## src/rtl/uart_core.sv

```systemverilog
// uart_core: parametrised full-duplex UART. Registered TX FSM, RX FSM behind a
// 2-flop synchroniser, and a small RX FIFO carrying per-word error flags.
module uart_core #(
  parameter int unsigned CLKS_PER_BIT  = 234,
  parameter int unsigned DATA_BITS     = 8,
  parameter int unsigned PARITY        = 0,
  parameter int unsigned STOP_BITS     = 1,
  parameter int unsigned RX_FIFO_DEPTH = 4
) (
  input  logic                 clk,
  input  logic                 rst,
  input  logic                 uart_rx,
  output logic                 uart_tx,
  input  logic [DATA_BITS-1:0] tx_data,
  input  logic                 tx_valid,
  output logic                 tx_ready,
  output logic [DATA_BITS-1:0] rx_data,
  output logic                 rx_frame_err,
  output logic                 rx_parity_err,
  output logic                 rx_valid,
  input  logic                 rx_ready,
  output logic                 rx_overrun
);
  localparam int unsigned CntW  = $clog2(CLKS_PER_BIT);
  localparam int unsigned AddrW = $clog2(RX_FIFO_DEPTH);
  localparam logic [CntW-1:0]  CntLast  = CntW'(CLKS_PER_BIT - 1);
  localparam logic [CntW-1:0]  CntMid   = CntW'(CLKS_PER_BIT / 2);
  localparam logic [2:0]       DataLast = 3'(DATA_BITS - 1);
  localparam logic [2:0]       StopLast = 3'(STOP_BITS - 1);
  localparam logic [AddrW:0]   FifoFull = (AddrW + 1)'(RX_FIFO_DEPTH);
  localparam logic             OddPar   = (PARITY == 1);

  typedef enum logic [2:0] {StIdle, StStart, StData, StParity, StStop} state_e;

  // ---------------- transmitter ----------------
  state_e                 tx_state_q, tx_state_d;
  logic [CntW-1:0]        tx_cnt_q, tx_cnt_d;
  logic [2:0]             tx_bit_q, tx_bit_d;
  logic [DATA_BITS-1:0]   tx_shift_q, tx_shift_d;
  logic                   tx_par_q, tx_par_d;
  logic                   tx_line_q, tx_line_d;
  logic                   tx_at_last;

  assign uart_tx    = tx_line_q;
  assign tx_ready   = (tx_state_q == StIdle);
  assign tx_at_last = (tx_cnt_q == CntLast);

  // TX state register; reset forces the line high at once.
  always_ff @(posedge clk or posedge rst) begin
    if (rst) begin
      tx_state_q <= StIdle;
      tx_cnt_q   <= '0;
      tx_bit_q   <= '0;
      tx_shift_q <= '0;
      tx_par_q   <= 1'b0;
      tx_line_q  <= 1'b1;
    end else begin
      tx_state_q <= tx_state_d;
      tx_cnt_q   <= tx_cnt_d;
      tx_bit_q   <= tx_bit_d;
      tx_shift_q <= tx_shift_d;
      tx_par_q   <= tx_par_d;
      tx_line_q  <= tx_line_d;
    end
  end

  // TX next state; the line register is loaded with the value of the bit being entered.
  always_comb begin
    tx_state_d = tx_state_q;
    tx_cnt_d   = tx_at_last ? '0 : tx_cnt_q + 1'b1;
    tx_bit_d   = tx_bit_q;
    tx_shift_d = tx_shift_q;
    tx_par_d   = tx_par_q;
    tx_line_d  = tx_line_q;
    case (tx_state_q)
      StIdle: begin
        tx_cnt_d = '0;
        if (tx_valid) begin
          tx_shift_d = tx_data;
          tx_par_d   = (^tx_data) ^ OddPar;
          tx_line_d  = 1'b0;
          tx_state_d = StStart;
        end
      end
      StStart: if (tx_at_last) begin
        tx_bit_d   = '0;
        tx_line_d  = tx_shift_q[0];
        tx_state_d = StData;
      end
      StData: if (tx_at_last) begin
        if (tx_bit_q == DataLast) begin
          tx_bit_d = '0;
          if (PARITY != 0) begin
            tx_line_d  = tx_par_q;
            tx_state_d = StParity;
          end else begin
            tx_line_d  = 1'b1;
            tx_state_d = StStop;
          end
        end else begin
          tx_bit_d   = tx_bit_q + 1'b1;
          tx_line_d  = tx_shift_q[1];
          tx_shift_d = tx_shift_q >> 1;
        end
      end
      StParity: if (tx_at_last) begin
        tx_line_d  = 1'b1;
        tx_state_d = StStop;
      end
      StStop: if (tx_at_last) begin
        if (tx_bit_q == StopLast) tx_state_d = StIdle;
        else                      tx_bit_d   = tx_bit_q + 1'b1;
      end
      default: tx_state_d = StIdle;
    endcase
  end

  // ---------------- receiver ----------------
  logic [1:0]             sync_q;
  logic                   rx_s, rx_prev_q;
  state_e                 rx_state_q, rx_state_d;
  logic [CntW-1:0]        rx_cnt_q, rx_cnt_d;
  logic [2:0]             rx_bit_q, rx_bit_d;
  logic [DATA_BITS-1:0]   rx_shift_q, rx_shift_d;
  logic                   rx_perr_q, rx_perr_d;
  logic                   rx_at_last, rx_push, rx_push_ferr;

  assign rx_s       = sync_q[1];
  assign rx_at_last = (rx_cnt_q == CntLast);

  // Synchroniser and RX state register; the edge detector starts from idle-high.
  always_ff @(posedge clk or posedge rst) begin
    if (rst) begin
      sync_q     <= 2'b11;
      rx_prev_q  <= 1'b1;
      rx_state_q <= StIdle;
      rx_cnt_q   <= '0;
      rx_bit_q   <= '0;
      rx_shift_q <= '0;
      rx_perr_q  <= 1'b0;
    end else begin
      sync_q     <= {sync_q[0], uart_rx};
      rx_prev_q  <= rx_s;
      rx_state_q <= rx_state_d;
      rx_cnt_q   <= rx_cnt_d;
      rx_bit_q   <= rx_bit_d;
      rx_shift_q <= rx_shift_d;
      rx_perr_q  <= rx_perr_d;
    end
  end

  // RX next state; a start needs a high-to-low edge so a held break line is not re-framed.
  always_comb begin
    rx_state_d   = rx_state_q;
    rx_cnt_d     = rx_at_last ? '0 : rx_cnt_q + 1'b1;
    rx_bit_d     = rx_bit_q;
    rx_shift_d   = rx_shift_q;
    rx_perr_d    = rx_perr_q;
    rx_push      = 1'b0;
    rx_push_ferr = 1'b0;
    case (rx_state_q)
      StIdle: begin
        rx_cnt_d = '0;
        if (!rx_s && rx_prev_q) begin
          rx_perr_d  = 1'b0;
          rx_state_d = StStart;
        end
      end
      StStart: if (rx_cnt_q == CntMid) begin
        rx_cnt_d   = '0;
        rx_bit_d   = '0;
        rx_state_d = rx_s ? StIdle : StData;
      end
      StData: if (rx_at_last) begin
        rx_shift_d = {rx_s, rx_shift_q[DATA_BITS-1:1]};
        if (rx_bit_q == DataLast) rx_state_d = (PARITY != 0) ? StParity : StStop;
        else                      rx_bit_d   = rx_bit_q + 1'b1;
      end
      StParity: if (rx_at_last) begin
        rx_perr_d  = rx_s ^ (^rx_shift_q) ^ OddPar;
        rx_state_d = StStop;
      end
      StStop: if (rx_at_last) begin
        rx_push      = 1'b1;
        rx_push_ferr = ~rx_s;
        rx_state_d   = StIdle;
      end
      default: rx_state_d = StIdle;
    endcase
  end

  // ---------------- RX FIFO ----------------
  logic [DATA_BITS+1:0] mem_q [RX_FIFO_DEPTH];
  logic [AddrW-1:0]     wr_ptr_q, rd_ptr_q;
  logic [AddrW:0]       count_q, count_d;
  logic                 pop, full, wr_en, overrun_q;

  assign pop        = rx_valid & rx_ready;
  assign full       = (count_q == FifoFull);
  assign wr_en      = rx_push & (~full | pop);
  assign rx_valid   = (count_q != '0);
  assign rx_overrun = overrun_q;
  assign {rx_parity_err, rx_frame_err, rx_data} = mem_q[rd_ptr_q];

  // Occupancy update; a pop in the same cycle makes room for a push into a full FIFO.
  always_comb begin
    count_d = count_q;
    if (wr_en && !pop)      count_d = count_q + 1'b1;
    else if (!wr_en && pop) count_d = count_q - 1'b1;
  end

  // FIFO storage and pointers; entries are cleared so the head reads zero after reset.
  always_ff @(posedge clk or posedge rst) begin
    if (rst) begin
      for (int unsigned i = 0; i < RX_FIFO_DEPTH; i++) mem_q[i] <= '0;
      wr_ptr_q  <= '0;
      rd_ptr_q  <= '0;
      count_q   <= '0;
      overrun_q <= 1'b0;
    end else begin
      overrun_q <= rx_push & full & ~pop;
      count_q   <= count_d;
      if (wr_en) begin
        mem_q[wr_ptr_q] <= {rx_perr_q, rx_push_ferr, rx_shift_q};
        wr_ptr_q        <= wr_ptr_q + 1'b1;
      end
      if (pop) rd_ptr_q <= rd_ptr_q + 1'b1;
    end
  end

endmodule
```

## config.mk

```make
export PLATFORM = sky130hd
export DESIGN_NAME = uart_core
export DESIGN_NICKNAME = d
export VERILOG_FILES = /design/src/rtl/uart_core.sv
export SDC_FILE = /design/constraint.sdc
export NUM_CORES = 1
export LEC_CHECK = 0
export CAP_MARGIN = 20
export CORE_ASPECT_RATIO = 1.75
export CORE_MARGIN = 2
export CORE_UTILIZATION = 60
export CTS_BUF_LIST = sky130_fd_sc_hd__clkbuf_4 sky130_fd_sc_hd__clkbuf_8
export DETAILED_ROUTE_END_ITERATION = 7
export GPL_TIMING_DRIVEN = 0
export PLACE_DENSITY = 0.8
export SLEW_MARGIN = 20
export SYNTH_ARGS = -nofsm -noshare
export SYNTH_HDL_FRONTEND = slang
export SYNTH_SLANG_ARGS = --single-unit
export TNS_END_PERCENT = 30
```

## constraint.sdc

```tcl
create_clock -name clk -period 4.89 [get_ports clk]
set_input_delay 0.978 -clock clk [delete_from_list [all_inputs] [get_ports clk]]
set_output_delay 0.978 -clock clk [all_outputs]
set_load 0.05 [all_outputs]
```

==> results of run 1 <==
power by group through the flow:
stage	clock, mW	combinational, mW	sequential (mW)
2_1_floorplan	0	0.201	0.889
3_3_place_gp	0	0.257	0.896
3_5_place_dp	0	0.271	0.899
4_1_cts	0.532	0.271	0.883
5_1_grt	0.565	0.294	0.890
6_report	0.516	0.265	0.882
logic make-up (layout without fill, tap and decap cells):
kind of cell	after synthesis	after routing	synth area share (%)
compound gates	48	48	6.45
xor+xnor	25	25	4.64
fa+ha+maj	15	15	4.14
buf+inv	20	63	1.86
flops	97	97	51.6
mux	72	72	21.0
simple gates	84	84	10.4
state kept, by name, indices dropped and copies added (netlist names):
register / count
rx_cnt_q: 8
sync_q: 2
tx_shift_q: 8
rx_shift_q: 8
rx_perr_q: 1
mem_q: 40
tx_bit_q: 3
rx_bit_q: 3
tx_state_q: 3
rx_state_q: 3
wr_ptr_q: 2
rd_ptr_q: 2
uart_tx: 1
rx_prev_q: 1
tx_cnt_q: 8
count_q: 3
rx_overrun: 1
metal layers:
metal  track usage [%]  part of all wire (%)  vias to the layer above
li1                  -                     -                     1373
met1              26.0                    42                     1441
met2              36.4                    54                       45
met3              5.32                   3.2                       14
met4              8.96                   1.5                        0
met5                 0                     0                        -
final cells by class:
class,instances,area (µm²),area share (%)
sequential,97,2430,45.8
multi-input combinational,244,2190,41.3
timing repair buffer,27,288,5.41
clock buffer,10,131,2.47
tap,88,110,2.07
clock inverter,6,66.3,1.25
buffer,11,53.8,1.01
inverter,9,38.8,0.730
placed cells by master, fill, tap and decap left out, drive strengths merged, types with 3 or more instances in the layout:
cell,instances
dfrtp,93
mux2,60
clkdlybuf4s50,26
nor2,25
clkbuf,17
nand2,16
ha,14
a21oi,13
xor2,13
o21ai,13
xnor2,12
nand3,10
mux4,10
inv,10
a31oi,6
nand2b,6
buf,5
nor3b,4
o31ai,4
dfstp,4
clkinv,4
nor2b,3
how the worst min path moves through the flow:
stage / end / slack, ns / depth (start not counted)
3_3_place_gp: sync_q[1]$_DFF_PP1_ / 0.35 / 0
5_1_grt: sync_q[1]$_DFF_PP1_ / 0.36 / 0
4_1_cts: sync_q[1]$_DFF_PP1_ / 0.36 / 0
6_report: sync_q[1]$_DFF_PP1_ / 0.36 / 0
3_5_place_dp: sync_q[1]$_DFF_PP1_ / 0.35 / 0
2_1_floorplan: sync_q[1]$_DFF_PP1_ / 0.35 / 0
worst reg2reg max path: stages (launching register included):
cell and delay, ns:
dfrtp_1 0.41, inv_1 0.07, ha_1 0.15, nand3_1 0.12, clkbuf_1 0.23, or2b_1 0.29, nor3_1 0.49, ha_1 0.29
inv_1 0.06, fa_1 0.37, xor2_1 0.15, nor2_1 0.11, xor2_1 0.14
through the flow:
stage / instances / setup TNS [ns] / hold WS, ns
6_report: 492 / 0 / 0.359
5_1_grt: 492 / 0 / 0.364
4_1_cts: 492 / 0 / 0.362
3_5_place_dp: 476 / 0 / 0.350
3_3_place_gp: 475 / -0.208 / 0.348
2_1_floorplan: 361 / 0 / 0.345
cells in the mapped netlist, types with 2 or more instances:
library cell	count
nand2_1	12
xor2_1	13
nor3_1	2
a21o_1	2
o21ai_0	12
o211ai_1	2
buf_2	3
a31oi_1	6
nand4_1	2
ha_1	14
nand2b_1	6
nand3_1	10
nand2_8	2
clkbuf_1	6
xnor2_1	12
mux2_4	18
nor2_1	25
inv_1	9
o31ai_1	4
a21oi_1	13
dfstp_2	4
or3_1	2
mux2_2	42
dfrtp_1	93
mux2i_1	2
nor3b_1	4
nor2b_1	3
mux4_2	10
and3_1	2
nand3b_1	2
nand2_2	2
==> qor.csv, run 1 <==
metric,value,unit
Worst path max stage delay,0.73,ns
Max Cap Viol,0,
final core utilization,69.8,%
hold path start,sync_q[0]$_DFF_PP1_,
clock tree root buffer cell,clkbuf_8,
vias in the first global route,3040,
DRC viols,0,
Syn Area/Cell,13.1,µm²
Worst path slowest cell,clkdlybuf4s50_1,
core area,7620,µm²
"EDFF count, synth",0,
outcome,completed,
clk sinks,97,
internal power,1.20,mW
CP Buf/Inv Count,2,
CTS clock-pin slew for the worst setup and hold paths,0.09,ns
total gr overflow,0,
Slew headroom,32.1,%
clock power share,31.0,%
antenna fix cells,0,
sequential power share,53.0,%
CP Depth,3,
placed instance area,5120,µm²
measured slew at the worst slew-check pin,1.01,ns
CTS tree,yes,
Pwr Total,1.66,mW
DR vias/cell,5.84,
Die W,71.0,µm
Routed Wire Length,8220,µm
Crit Path Max Fanout,10,
final setup fails,0,
R2R cell count,12,
final instance area,5320,µm²
synth top area cells,"dfrtp_1 (49%), mux2_2 (10%), mux2_4 (5.7%), mux4_2 (4.8%), ha_1 (3.7%)",
"Primary FF master, synth",dfrtp_1,
Vias,2873,
fmax,290,MHz
worst hold path type,reg2reg,
critical path endpoint category,primary output,
Netlist cell types,53,
Area Growth Syn to Fin,12.7,%
Mapped Area,4710,µm²
worst skew pair latency,0.37,ns
routed length per instance,16.7,µm
synth warn,0,
RSZ-0062 raised after global routing,no,
IO buf count,26,
Net Sw Power,0.461,mW
number of fill cells,543,
Nets,427,
CP Cell Sequence,"buf_2, mux4_2, clkdlybuf4s50_1",
Setup WS pre-CTS,1.37,ns
reg2reg end,count_q[2]$_DFFE_PP0P_,
Final min period,3.44,ns
Post-Syn Nets,389,
"Seq/Total Area, Yosys",51.6,%
max-slew violations,0,
Final period util,70.4,%
initial antenna violation count,0,
Synth top area share,49.4,%
Worst VDD drop,252,µV
share of cells above drive strength 1,25.7,%
Initial Util,61.9,%
cells after synthesis,361,
CP startpoint,rd_ptr_q[0]$_DFFE_PP0N_,
Critical Path Sink,rx_data[7],
FP Rows,42,
die area,8610,µm²
TritonRoute pass-1 iters,4,
initial drt markers,124,
CTS Hold Buffers Added,0,
I/O pin cnt,27,
Post CTS Setup Buffer Count,0,
crit start category,flop,
total CTS buffers,9,
final hold vios,0,
r2r setup slk,1.94,ns
first-pass GRT wire length,14300,µm
Antenna Nets Post-Route,0,
sw frac,27.7,%
gr usage total,21.5,%
Seq cells post-synth,97,
final worst slack,1.45,ns
Synth area leader,dfrtp_1,
Leak,2.46,nW
maximum clock insertion buffer count,2,
Worst EP required,3.91,ns
top cell family by delay on the critical path,buffers and inverters,
Critical R2R Launch,rx_cnt_q[1]$_DFF_PP0_,
Arrival @ worst endpoint,2.46,ns
H-tree Lvls,3,
largest net degree at the start of global routing,76,
gpl congestion,0.825,
Clock Skews,0.0127,ns
CP Class,reg2out,
Final HPWL DP,5930,µm
combinational share of power,16.0,%
Die Ht,121,µm
Cell Pwr Density,313,nW/µm²
CTS resizes,0,
Synth async-reset ratio,100,%
Note: power is estimated with default switching activity, not from simulation.
==> run 2: changes to the inputs <==
CORE_UTILIZATION = 56   (was 60)
PLACE_DENSITY = 0.79   (was 0.8)
clock period = 3.1 ns   (was 4.89 ns; I/O delays follow)
==> qor.csv, run 2 (synthesis gave the netlist of run 1 again) <==
metric,value,unit,change
outcome,completed,,unchanged
initial antenna violation count,0,,unchanged
Leak,2.50,nW,was 2.46 nW
Die W,73.4,µm,was 71.0 µm
Worst EP required,2.48,ns,was 3.91 ns
clk sinks,97,,unchanged
die area,9200,µm²,was 8610 µm²
share of cells above drive strength 1,26.4,%,was 25.7%
Area Growth Syn to Fin,12.4,%,was 12.7%
Critical Path Sink,tx_ready,,was rx_data[7]
maximum clock insertion buffer count,2,,unchanged
measured slew at the worst slew-check pin,0.952,ns,was 1.01 ns
critical path endpoint category,primary output,,unchanged
CTS tree,yes,,unchanged
IO buf count,26,,unchanged
total gr overflow,0,,unchanged
placed cells,481,,was 476
crit start category,flop,,unchanged
Final HPWL DP,5950,µm,was 5930 µm
clock tree root buffer cell,clkbuf_8,,unchanged
CP startpoint,tx_state_q[0]$_DFFE_PP0P_,,was rd_ptr_q[0]$_DFFE_PP0N_
Setup WS pre-CTS,-0.0680,ns,was 1.37 ns
FP Rows,44,,was 42
most frequent cells in the layout,"dfrtp_1 (93), mux2_2 (42), nor2_1 (25)",,"was dfrtp_1 (93), mux2_2 (42), clkdlybuf4s50_1 (26)"
Final min period,2.81,ns,
initial drt markers,175,,was 124
CTS clock-pin slew for the worst setup and hold paths,0.08,ns,was 0.09 ns
"most common cell after layout, fill and taps aside",dfrtp_1,,unchanged
antenna fix cells,0,,unchanged
Antenna Nets Post-Route,0,,unchanged
vias in the first global route,3066,,was 3040
placed instance area,5130,µm²,was 5120 µm²
Crit Path Max Fanout,10,,unchanged
Vias,2919,,was 2873
I/O pin cnt,27,,unchanged
gpl congestion,0.763,,was 0.825
max FFs per register,40,,unchanged
DR vias/cell,5.87,,was 5.84
gr usage total,19.8,%,was 21.5%
worst skew pair latency,0.37,ns,about the same
Initial Util,57.1,%,was 61.9%
Biggest register,mem_q,,unchanged
routed length per instance,16.3,µm,was 16.7 µm
Nets,428,,was 427
core area,8260,µm²,was 7620 µm²
total CTS buffers,9,,unchanged
Worst VDD drop,331,µV,was 252 µV
max-slew violations,0,,unchanged
Arrival @ worst endpoint,2.19,ns,was 2.46 ns
Routed Wire Length,8100,µm,was 8220 µm
final setup fails,0,,unchanged
R2R cell count,12,,unchanged
reg2reg end,count_q[2]$_DFFE_PP0P_,,unchanged
Cell Pwr Density,479,nW/µm²,was 313 nW/µm²
final hold vios,0,,unchanged
largest net degree at the start of global routing,36,,was 76
fmax,355,MHz,
Sum Neg Setup Slack,0,ns,unchanged
worst hold path type,reg2reg,,unchanged
r2r setup slk,0.33,ns,was 1.94 ns
Die Ht,125,µm,was 121 µm
Clock Skews,0.00929,ns,was 0.0127 ns
TritonRoute pass-1 iters,4,,unchanged
Max Cap Viol,0,,unchanged
Slew headroom,36.3,%,was 32.1%
first-pass GRT wire length,14000,µm,was 14300 µm
Critical R2R Launch,rx_cnt_q[1]$_DFF_PP0_,,unchanged
H-tree Lvls,3,,unchanged
Pwr Total,2.54,mW,was 1.66 mW
CP Class,reg2out,,unchanged
Final period util,90.8,%,
final std cells w/o fill,497,,was 492
final worst slack,0.285,ns,was 1.45 ns
RSZ-0062 raised after global routing,no,,unchanged
final instance area,5300,µm²,was 5320 µm²
DRC viols,0,,unchanged
CTS Hold Buffers Added,0,,unchanged
[run 2: layout make-up]
cell class              instances  area (µm²)
plain buffers                  11        55.1
clock buffers                  14         161
clock inverters                 2        10.0
fillers                       657        2960
inverters                       9        37.5
multi-input cells             244        2200
flip-flops and latches         97        2430
well taps                      92         115
repair buffers                 28         290
[run 2: timing repair]
item                       CTS  global route
setup endpoints to repair    8             2
buffers inserted             0             0
resized for setup            8             3
hold endpoints to repair     0             0
[run 2: per-stage QoR]
stage | util [%] | hold WS [ns]
5_1_grt | 64.2 | 0.361
6_report | 64.2 | 0.361
4_1_cts | 64.1 | 0.360
2_1_floorplan | - | 0.345
3_5_place_dp | 62.2 | 0.348
3_3_place_gp | 61.7 | 0.347
[run 2: how the worst min path moves through the flow]
stage | start | slack (ns) | depth (start not counted) | to
2_1_floorplan | sync_q[0]$_DFF_PP1_ | 0.35 | 0 | sync_q[1]$_DFF_PP1_
3_3_place_gp | sync_q[0]$_DFF_PP1_ | 0.35 | 0 | sync_q[1]$_DFF_PP1_
3_5_place_dp | sync_q[0]$_DFF_PP1_ | 0.35 | 0 | sync_q[1]$_DFF_PP1_
4_1_cts | sync_q[0]$_DFF_PP1_ | 0.36 | 0 | sync_q[1]$_DFF_PP1_
5_1_grt | sync_q[0]$_DFF_PP1_ | 0.36 | 0 | sync_q[1]$_DFF_PP1_
6_report | sync_q[0]$_DFF_PP1_ | 0.36 | 0 | sync_q[1]$_DFF_PP1_
[run 2: critical path, cell delays in order (launching register included)]
cell and delay (ns):
dfrtp_1 0.42, clkbuf_1 0.23, nor3_1 0.32, clkdlybuf4s50_1 0.86
[run 2: where the power goes]
| part | total (mW) | switching, mW | internal [mW] |
|---|---|---|---|
| Sequential | 1.39 | 0.0621 | 1.33 |
| Combinational | 0.414 | 0.227 | 0.187 |
| Clock | 0.734 | 0.399 | 0.335 |
| Total | 2.54 | 0.688 | 1.85 |
[run 2: metal layers]
layer	vias to the layer above	GRT usage (%)	wire length, µm
met1	1490	22.9	3280
met3	12	4.35	244
met4	0	8.24	157
met5	-	0	0
li1	1381	-	-
met2	36	34.6	4420
==> run 3: changes to the inputs <==
SLEW_MARGIN = not set   (was 20)
==> qor.csv, run 3 (synthesis gave the netlist of run 1 again) <==
metric,value,unit,change
number of fill cells,649,,was 657
clock tree root buffer cell,clkbuf_8,,unchanged
Post CTS Setup Buffer Count,0,,unchanged
Clock Skews,0.00963,ns,was 0.00929 ns
Max Cap Viol,0,,unchanged
IO buf count,26,,unchanged
share of cells above drive strength 1,26.4,%,unchanged
fmax,356,MHz,was 355 MHz
measured slew at the worst slew-check pin,0.956,ns,was 0.952 ns
"most common cell after layout, fill and taps aside",dfrtp_1,,unchanged
most frequent cells in the layout,"dfrtp_1 (93), mux2_2 (42), nor2_1 (25)",,unchanged
final instance area,5370,µm²,was 5300 µm²
Sum Neg Setup Slack,0,ns,unchanged
Slew headroom,36.1,%,was 36.3%
Initial Util,57.1,%,unchanged
placed cells,481,,unchanged
core area,8260,µm²,unchanged
TritonRoute pass-1 iters,4,,unchanged
routed length per instance,16.7,µm,was 16.3 µm
Worst VDD drop,357,µV,was 331 µV
max-slew violations,0,,unchanged
Worst EP required,2.48,ns,about the same
Pwr Total,2.75,mW,was 2.54 mW
clk sinks,97,,unchanged
CTS clock-pin slew for the worst setup and hold paths,0.09,ns,was 0.08 ns
Nets,428,,unchanged
H-tree Lvls,3,,unchanged
outcome,completed,,unchanged
DR vias/cell,5.87,,unchanged
critical path endpoint category,primary output,,unchanged
Biggest register,mem_q,,unchanged
Area Growth Syn to Fin,13.9,%,was 12.4%
gpl congestion,0.763,,unchanged
Leak,2.52,nW,was 2.50 nW
worst hold path type,reg2reg,,unchanged
Cell Pwr Density,512,nW/µm²,was 479 nW/µm²
total CTS buffers,9,,unchanged
DRC viols,0,,unchanged
maximum clock insertion buffer count,2,,unchanged
I/O pin cnt,27,,unchanged
final hold vios,0,,unchanged
Final HPWL DP,5970,µm,was 5950 µm
max FFs per register,40,,unchanged
placed instance area,5130,µm²,unchanged
RSZ-0062 raised after global routing,no,,unchanged
Die W,73.4,µm,unchanged
Arrival @ worst endpoint,2.19,ns,about the same
Final min period,2.81,ns,about the same
vias in the first global route,3074,,was 3066
Antenna Nets Post-Route,0,,unchanged
initial drt markers,174,,was 175
Routed Wire Length,8320,µm,was 8100 µm
worst skew pair latency,0.37,ns,about the same
hold_ws,0.361,ns,about the same
crit start category,flop,,unchanged
largest net degree at the start of global routing,43,,was 36
CTS tree,yes,,unchanged
Final period util,90.6,%,was 90.8%
Die Ht,125,µm,unchanged
gr usage total,20.3,%,was 19.8%
first-pass GRT wire length,14400,µm,was 14000 µm
total gr overflow,0,,unchanged
CTS Hold Buffers Added,0,,unchanged
CP Class,reg2out,,unchanged
antenna fix cells,0,,unchanged
Vias,2919,,unchanged
final setup fails,0,,unchanged
initial antenna violation count,0,,unchanged
final std cells w/o fill,497,,unchanged
Crit Path Max Fanout,10,,unchanged
FP Rows,44,,unchanged
r2r setup slk,0.32,ns,was 0.33 ns
die area,9200,µm²,unchanged
[run 3: timing repair]
action,4_1_cts,5_1_grt
endpoints found under the setup margin,9,1
pin swaps,0,0
endpoints found under the hold margin,0,0
gates resized for setup,9,1
[run 3: area by class of cell]
type / count / area, µm² / area share (%)
Inverter: 9 / 37.5 / 0.699
Timing Repair Buffer: 28 / 290 / 5.41
Clock buffer: 12 / 165 / 3.08
Clock inverter: 4 / 73.8 / 1.37
Multi-Input combinational cell: 244 / 2200 / 41.0
Tap cell: 92 / 115 / 2.14
Sequential cell: 97 / 2430 / 45.3
Buffer: 11 / 55.1 / 1.03
[run 3: path summary, 6_finish.rpt]
path / endpoint / startpoint / cells after the start
max in group asynchronous: uart_tx$_DFFE_PP1P_ / rst / 4
min in group asynchronous: rd_ptr_q[0]$_DFFE_PP0N_ / rst / 2
setup / recovery: tx_ready / tx_state_q[0]$_DFFE_PP0P_ / 3
hold / removal: sync_q[1]$_DFF_PP1_ / sync_q[0]$_DFF_PP1_ / 0
setup reg to reg: count_q[2]$_DFFE_PP0P_ / rx_cnt_q[1]$_DFF_PP0_ / 12
hold reg to reg: sync_q[1]$_DFF_PP1_ / sync_q[0]$_DFF_PP1_ / 0
[run 3: through the flow]
stage / setup WS (ns) / util (%)
CTS: 0.108 / 65.0
floorplan: 0.526 / -
detailed placement: -0.0684 / 62.2
global placement: -0.0244 / 61.7
global route: 0.102 / 65.0
finish: 0.290 / 65.0
[run 3: power breakdown]
part	internal [mW]	switching [mW]	total [mW]
clock network	0.520	0.424	0.944
registers	1.33	0.0610	1.39
logic	0.187	0.231	0.418
total	2.04	0.716	2.75
[run 3: routing by layer]
metal | GRT usage, % | wire [µm] | vias up
met2 | 35.3 | 4540 | 44
met5 | 0 | 0 | -
met4 | 7.49 | 148 | 0
li1 | - | - | 1380
met3 | 4.35 | 256 | 9
met1 | 24.0 | 3380 | 1486
[run 3: critical path: stages, from the launching register on]
cell             delay (ns)
dfrtp_1                0.42
clkbuf_1               0.22
nor3_1                 0.32
clkdlybuf4s50_1        0.86
